**src/rtl/router_pkg.sv**
```systemverilog
// Shared router definitions: default byte width, the reserved destination address
// and the router_fsm state encoding used by the strobes that drive router_reg.
package router_pkg;

  localparam int DEFAULT_DATA_WIDTH = 8;
  localparam logic [1:0] ADDR_INVALID = 2'b11;

  typedef enum logic [2:0] {
    DECODE_ADDRESS     = 3'd0,
    LOAD_FIRST_DATA    = 3'd1,
    LOAD_DATA          = 3'd2,
    WAIT_TILL_EMPTY    = 3'd3,
    FIFO_FULL_STATE    = 3'd4,
    LOAD_AFTER_FULL    = 3'd5,
    LOAD_PARITY        = 3'd6,
    CHECK_PARITY_ERROR = 3'd7
  } router_state_e;

  function automatic logic addr_is_valid(input logic [1:0] addr);
    return (addr != ADDR_INVALID);
  endfunction

endpackage

```
**src/rtl/router_parity_acc.sv**
```systemverilog
// Running XOR accumulator: clear has priority over enable; result is registered.
module router_parity_acc
  import router_pkg::*;
#(
  parameter int DATA_WIDTH = DEFAULT_DATA_WIDTH
) (
  input  logic                  clock,
  input  logic                  resetn,
  input  logic                  clear,
  input  logic                  enable,
  input  logic [DATA_WIDTH-1:0] din,
  output logic [DATA_WIDTH-1:0] parity
);

  logic [DATA_WIDTH-1:0] parity_r;

  // Accumulate the XOR of every enabled byte since the last clear.
  always_ff @(posedge clock or negedge resetn) begin
    if (!resetn) begin
      parity_r <= '0;
    end else if (clear) begin
      parity_r <= '0;
    end else if (enable) begin
      parity_r <= parity_r ^ din;
    end else begin
      parity_r <= parity_r;
    end
  end

  assign parity = parity_r;

endmodule

```
**src/rtl/router_reg.sv**
```systemverilog
// Router datapath register block: header/hold capture, output byte, parity check.
// Optional error counter output err_cnt is enabled by defining ROUTER_REG_ERR_CNT_EN.
module router_reg
  import router_pkg::*;
#(
  parameter int DATA_WIDTH = DEFAULT_DATA_WIDTH
) (
  input  logic                  clock,
  input  logic                  resetn,
  input  logic                  pkt_valid,
  input  logic [DATA_WIDTH-1:0] data_in,
  input  logic                  fifo_full,
  input  logic                  detect_add,
  input  logic                  lfd_state,
  input  logic                  ld_state,
  input  logic                  laf_state,
  input  logic                  full_state,
  input  logic                  rst_int_reg,
  output logic [DATA_WIDTH-1:0] dout,
  output logic                  parity_done,
  output logic                  low_packet_valid,
  output logic                  err
`ifdef ROUTER_REG_ERR_CNT_EN
  ,
  output logic [7:0]            err_cnt
`endif
);

  logic [DATA_WIDTH-1:0] header_r;
  logic [DATA_WIDTH-1:0] hold_r;
  logic [DATA_WIDTH-1:0] dout_r;
  logic [DATA_WIDTH-1:0] pkt_parity_r;
  logic                  lpv_r;
  logic                  pd_r;
  logic                  pd_prev_r;
  logic                  err_r;

  logic                  det_s;
  logic                  lfd_s;
  logic                  ld_s;
  logic                  laf_s;
  logic                  acc_clear_s;
  logic                  acc_en_s;
  logic [DATA_WIDTH-1:0] acc_din_s;
  logic [DATA_WIDTH-1:0] int_parity_s;
  logic                  err_check_s;
  logic                  mismatch_s;

  // Resolve illegal overlapping strobes by fixed priority.
  always_comb begin
    det_s = detect_add;
    lfd_s = lfd_state & ~detect_add;
    ld_s  = ld_state & ~detect_add & ~lfd_state;
    laf_s = laf_state & ~detect_add & ~lfd_state & ~ld_state;
  end

  // Select the byte folded into the internal parity this cycle.
  always_comb begin
    acc_clear_s = 1'b0;
    acc_en_s    = 1'b0;
    acc_din_s   = '0;
    if (det_s) begin
      acc_clear_s = 1'b1;
    end else if (lfd_s) begin
      acc_en_s  = 1'b1;
      acc_din_s = header_r;
    end else if (ld_s) begin
      acc_en_s  = pkt_valid & ~full_state & ~fifo_full;
      acc_din_s = data_in;
    end else if (laf_s) begin
      acc_en_s  = ~lpv_r;
      acc_din_s = hold_r;
    end else begin
      acc_en_s  = 1'b0;
    end
  end

  router_parity_acc #(
    .DATA_WIDTH (DATA_WIDTH)
  ) u_parity_acc (
    .clock  (clock),
    .resetn (resetn),
    .clear  (acc_clear_s),
    .enable (acc_en_s),
    .din    (acc_din_s),
    .parity (int_parity_s)
  );

  assign err_check_s = pd_r & ~pd_prev_r;
  assign mismatch_s  = (int_parity_s != pkt_parity_r);

  // Header capture; the reserved address leaves the previous header in place.
  always_ff @(posedge clock or negedge resetn) begin
    if (!resetn) begin
      header_r <= '0;
    end else if (det_s && pkt_valid && addr_is_valid(data_in[1:0])) begin
      header_r <= data_in;
    end else begin
      header_r <= header_r;
    end
  end

  // Output byte and the byte parked while the output FIFO is full.
  always_ff @(posedge clock or negedge resetn) begin
    if (!resetn) begin
      dout_r <= '0;
      hold_r <= '0;
    end else if (lfd_s) begin
      dout_r <= header_r;
    end else if (ld_s && !fifo_full) begin
      dout_r <= data_in;
    end else if (ld_s && fifo_full) begin
      hold_r <= data_in;
    end else if (laf_s) begin
      dout_r <= hold_r;
    end else begin
      dout_r <= dout_r;
      hold_r <= hold_r;
    end
  end

  // Packet parity byte and the end-of-packet flag.
  always_ff @(posedge clock or negedge resetn) begin
    if (!resetn) begin
      pkt_parity_r <= '0;
      lpv_r        <= 1'b0;
    end else if (det_s) begin
      pkt_parity_r <= '0;
    end else if (ld_s && !pkt_valid) begin
      pkt_parity_r <= data_in;
      lpv_r        <= 1'b1;
    end else if (rst_int_reg) begin
      lpv_r        <= 1'b0;
    end else begin
      pkt_parity_r <= pkt_parity_r;
      lpv_r        <= lpv_r;
    end
  end

  // parity_done, its delayed copy for edge detection, and the error flag.
  always_ff @(posedge clock or negedge resetn) begin
    if (!resetn) begin
      pd_r      <= 1'b0;
      pd_prev_r <= 1'b0;
      err_r     <= 1'b0;
    end else begin
      pd_prev_r <= pd_r;
      if (det_s) begin
        pd_r  <= 1'b0;
        err_r <= 1'b0;
      end else begin
        if ((ld_s && !fifo_full && !pkt_valid) || (laf_s && lpv_r && !pd_r)) begin
          pd_r <= 1'b1;
        end else begin
          pd_r <= pd_r;
        end
        if (err_check_s) begin
          err_r <= mismatch_s;
        end else begin
          err_r <= err_r;
        end
      end
    end
  end

`ifdef ROUTER_REG_ERR_CNT_EN
  logic [7:0] err_cnt_r;
  logic       err_rise_s;

  assign err_rise_s = ~det_s & err_check_s & mismatch_s & ~err_r;

  // Saturating count of err rising edges; only resetn clears it.
  always_ff @(posedge clock or negedge resetn) begin
    if (!resetn) begin
      err_cnt_r <= 8'd0;
    end else if (err_rise_s && (err_cnt_r != 8'd255)) begin
      err_cnt_r <= err_cnt_r + 8'd1;
    end else begin
      err_cnt_r <= err_cnt_r;
    end
  end

  assign err_cnt = err_cnt_r;
`endif

  assign dout             = dout_r;
  assign parity_done      = pd_r;
  assign low_packet_valid = lpv_r;
  assign err              = err_r;

endmodule

```
**config.mk**
```make
export PLATFORM = sky130hd
export DESIGN_NAME = router_reg
export DESIGN_NICKNAME = d
export VERILOG_FILES = /design/src/rtl/router_pkg.sv /design/src/rtl/router_parity_acc.sv /design/src/rtl/router_reg.sv
export SDC_FILE = /design/constraint.sdc
export NUM_CORES = 1
export LEC_CHECK = 0
export ABC_AREA = 1
export CAP_MARGIN = 5
export CORE_MARGIN = 3
export CORE_UTILIZATION = 45
export CTS_BUF_LIST = sky130_fd_sc_hd__clkbuf_8
export CTS_CLUSTER_SIZE = 14
export DETAILED_ROUTE_END_ITERATION = 12
export PLACE_DENSITY = 0.74
export RECOVER_POWER = 50
export SYNTH_ARGS = -nofsm -noshare
export SYNTH_HDL_FRONTEND = slang
export SYNTH_SLANG_ARGS = --single-unit
```
**constraint.sdc**
```tcl
create_clock -name clock -period 4 [get_ports clock]
set_clock_uncertainty 0.2 [all_clocks]
set_input_delay 0.8 -clock clock [delete_from_list [all_inputs] [get_ports clock]]
set_output_delay 0.8 -clock clock [all_outputs]
set_load 0.01 [all_outputs]
```
After elaboration in Yosys (flattened, before gate mapping):

Index checks and enable logic that the tools add are counted.

* mux-type cells: 23
* eq/ne operators: 3
* bitwise gates (word level): 19
* reductions and logical operators: 21

Operator list (number)
* 2-to-1 mux 8 bit: 12
* 2-to-1 mux 1 bit: 11
* nonzero test 2 bit: 5
* AND 1 bit: 9
* inverter 1 bit: 9
* logical AND 1 bit: 8
* != test 8 bit: 1
* XOR 8 bit: 1
* AND reduction 2 bit: 2
* logical NOT 1 bit: 3
* != test 3 bit, second input constant: 1
* AND reduction 3 bit: 1
* nonzero test 3 bit: 1
* != test 2 bit, second input constant: 1
* logical OR 1 bit: 1

* output and inout bits: 11
* register bits: 44
* logic and storage cells: 75
* input port bits: 18

Longest topological paths before layout:

* word-level depth: 11
* mapped depth: 10

Cells and area by module:

A second synthesis with hierarchy kept.

* cells, all modules: 292
* area total of the unflattened synthesis: 2314.7 µm²

Modules (own cells, without submodules)
* router_reg: instances 1, area an instance 1933.1 µm², cells each 249, seq. area each 900.9 µm²
* router_parity_acc: instances 1, area an instance 381.6 µm², cells each 43, seq. area each 200.2 µm²

Least setup slack after synthesis:

Ideal clock, no wire load.

* kind: input port to flip-flop
* start: input laf_state
* end: register dout_r[3] (netlist: dout[3])
* setup time: 117 ps
* setup slack: 2084 ps
* arrival time: 1599 ps
* data required time: 3683 ps
* stages on the path: 8
* buffers on the path: 1
* path through: inv_1 -> nor2_2 -> nand2_1 -> nand3_4 -> buf_6 -> nand2_1 -> nor2_1 -> nor2_1

* word-level cells in the longest chain between the ends: 5

Ends and longest elaborated chain
* from (decl): RTL line router_reg.sv:16 `input logic laf_state,`
* AND 1 bit (3 in series): RTL line router_reg.sv:54 `laf_s = laf_state & ~detect_add & ~lfd_state & ~ld_state;`
* nonzero test 3 bit (no line)
* AND reduction 2 bit (no line)
* to (signal assigned): RTL line router_reg.sv:109 `dout_r <= header_r;`
* to (signal assigned): RTL line router_reg.sv:111 `dout_r <= data_in;`
* to (signal assigned): RTL line router_reg.sv:115 `dout_r <= hold_r;`
* to (decl): RTL line router_reg.sv:31 `logic [DATA_WIDTH-1:0] dout_r;`

Every way passes these cells.
A chain may end at the register's enable or synchronous reset.

==> flow_summary.json <==
{
  "gp_congestion": 0.802,
  "yosysWarnings": 0,
  "grtUsageMet3_pct": 4.23,
  "finalCritPeriodShare_pct": 67.4,
  "ys_seq_area_share_pct": 48.5,
  "hp-class": "flip-flop to flip-flop",
  "r2r_start": "low_packet_valid$_DFFE_PN0P_",
  "synthMostInstantiatedCell": "nand2_1",
  "cts_resized": 0,
  "core_um2": 4790,
  "synthTopCellsByCount": "72 x nand2_1, 59 x nor2_1, 44 x dfrtp_1",
  "maxCapViolCount": 1,
  "reg2reg_to": "u_parity_acc.parity[5]$_DFFE_PN0P_",
  "io_buffer_count": 28,
  "worstRegToRegCells": 8,
  "fin_nets": 347,
  "placed_area_um2": 2570,
  "fin_setup_tns_ns": 0,
  "violations": "max-capacitance violations, max-slew violations",
  "pin_count": 29,
  "insertion_delay_ns": 0.30,
  "post_drt_wl_per_cell_um": 12.9,
  "grt_util_met2_pct": 28.5,
  "rsz0062_at_grt": "no",
  "slew_headroom_pct": -53.4,
  "fmax_mhz": 371,
  "start_util_pct": 47.4,
  "cp.depth": 1,
  "grt_max_degree": 45,
  "hold_slack_ns": 0.239,
  "setup_viol": 0,
  "worstMarginPinSlew_ns": 2.30,
  "final_antenna_net_count": 0,
  "grt_use_total_pct": 18.4,
  "vdd_drop_max_mv": 0.223,
  "netlist_area_um2": 2270,
  "grt_overflow": 0,
  "die_w_um": 77,
  "synth-seq-cells": 44,
  "cp_slowest_cell": "clkbuf_1",
  "final_area_um2": 2640,
  "total_power_mw": 1.02,
  "cp_num_buf_inv": 1,
  "cts_root_buf": "clkbuf_8",
  "antenna_found_initial": 0,
  "yosysTopAreaCell": "dfrtp_1",
  "syn2layout_area_growth_pct": 16.5,
  "dr_total_vias": 2037,
  "ys.flop_type": "dfrtp_1",
  "remaining_drc_errors": 0,
  "end_kind": "asynchronous set/reset pin",
  "syn-instance-count": 302,
  "regArea_um2": 1100,
  "async_flop_share_pct": 100,
  "clock_path_buffers": 2,
  "fillCellCount": 464,
  "post_cts_buffers": 0,
  "max_stage_delay_ns": 1.61,
  "die_height_um": 77,
  "min_period_ns": 2.70,
  "drt-total-wl_um": 5110,
  "grt_pass1_vias": 1827,
  "ys_types": 20,
  "cts_sinks": 44,
  "grt_pass1_wl_um": 8580,
  "drive_above_1_share_pct": 4.26,
  "synth-edff-count": 0,
  "outcome": "finished with violations",
  "startpoint": "resetn",
  "viasPerCell": 5.14,
  "yosys.area.top_type_share_pct": 48.5,
  "grtUsageMet1_pct": 25.1,
  "maxSlewViolCount": 45,
  "cp-start-kind": "input port",
  "synth_nets": 320,
  "first_iter_violations": 229,
  "htree_levels": 2,
  "cts_buffers": 5,
  "power_leakage_nw": 1.32,
  "dieArea_um2": 5930,
  "required_ns": 3.74,
  "worstPathMaxFanout": 44,
  "synth_area_leaders": "dfrtp_1 49%, nand2_1 12%, nor2_1 9.8%",
  "fp-row-count": 25,
  "final_cells": 396,
  "setup.worst_path.class": "input port to asynchronous set/reset pin",
  "path_delay_family": "buffers and inverters",
  "diodes": 0,
  "multi_input_area_um2": 986,
  "power_density_nw_per_um2": 386,
  "dpl.cell_count": 389,
  "dpl.hpwl_um": 3610,
  "cp_cell_sequence": "clkbuf_1",
  "path_clk_slew_ns": 0.07,
  "ff2ff_setup_slack_ns": 2.51,
  "crit_end": "u_parity_acc.parity[3]$_DFFE_PN0P_",
  "cts-hold-fix-buffers": 0,
  "avgSynthCellArea_um2": 7.51,
  "dr.pass1.iters": 5,
  "cts_tree": "done",
  "arrival_ns": 2.43,
  "top_usage_layer": "met2",
  "finalHoldViolCount": 0
}
[worst reg2reg max path, delay by kind of cell, from the launching register on]
family	cells	cell delay, ns
flops	1	0.37
simple gates	6	0.65
buf+inv	2	0.17
[metrics by stage]
stage,worst slack [ns],util (%)
6_report,1.30,55.2
2_1_floorplan,2.08,-
5_1_grt,0.775,55.2
3_5_place_dp,1.06,53.7
3_3_place_gp,1.04,53.7
4_1_cts,1.39,55.3
[cell usage in the layout, fill, tap and decap left out, drive strengths merged]
cell type / n
dlygate4sd3: 1
inv: 32
clkinv: 1
nand3b: 1
dfrtp: 44
o22ai: 6
nand2: 74
xnor2: 3
nand3: 40
o21ai: 24
nor2: 61
clkbuf: 7
a21oi: 8
o211ai: 1
clkdlybuf4s50: 26
[report_power, final]
part           internal, mW  total, mW  leakage (nW)  switching, mW
clock                 0.116      0.263        0.0452          0.146
combinational        0.0982      0.222         0.708          0.123
sequential            0.499      0.537         0.567         0.0377
total                 0.714       1.02          1.32          0.307
[sequential cells by signal, indices dropped and copies added (netlist names)]
signal               count
pkt_parity_r             8
dout                     8
err                      1
low_packet_valid         1
hold_r                   8
header_r                 8
parity_done              1
u_parity_acc.parity      8
pd_prev_r                1
[cells by family after synthesis]
| group | after synthesis | share of synthesized area, % |
|---|---|---|
| xor gates and xnor gates | 3 | 1.16 |
| AOI/OAI and AO/OA | 39 | 9.05 |
| and+or+nand+nor | 176 | 33.3 |
| buffers and inverters | 40 | 8.00 |
| DFF | 44 | 48.5 |
[per-layer routing]
metal,vias up,part of all wire [%]
met5,-,0
met4,0,2.6
met3,15,6.4
met2,73,46
met1,934,45
li1,1015,-
[layout make-up]
cell class                      instances  share of cell area (%)
Inverter                               31                    4.40
Clock buffer                            5                    2.60
Clock inverter                          2                   0.331
Tap cell                               67                    3.17
Sequential cell                        44                    41.7
Multi-Input combinational cell        218                    37.3
Timing Repair Buffer                   29                    10.5
[worst min-delay path by stage]
| stage | startpoint | to | cells past startpoint | slack [ns] |
|---|---|---|---|---|
| 2_1_floorplan | header_r[0]$_DFFE_PN0P_ | header_r[0]$_DFFE_PN0P_ | 2 | 0.25 |
| 3_3_place_gp | parity_done$_DFFE_PN0P_ | pd_prev_r$_DFF_PN0_ | 0 | 0.23 |
| 3_5_place_dp | parity_done$_DFFE_PN0P_ | pd_prev_r$_DFF_PN0_ | 0 | 0.23 |
| 4_1_cts | parity_done$_DFFE_PN0P_ | pd_prev_r$_DFF_PN0_ | 0 | 0.25 |
| 5_1_grt | parity_done$_DFFE_PN0P_ | pd_prev_r$_DFF_PN0_ | 0 | 0.26 |
| 6_report | parity_done$_DFFE_PN0P_ | pd_prev_r$_DFF_PN0_ | 0 | 0.24 |
Note: power is estimated with default switching activity, not from simulation.
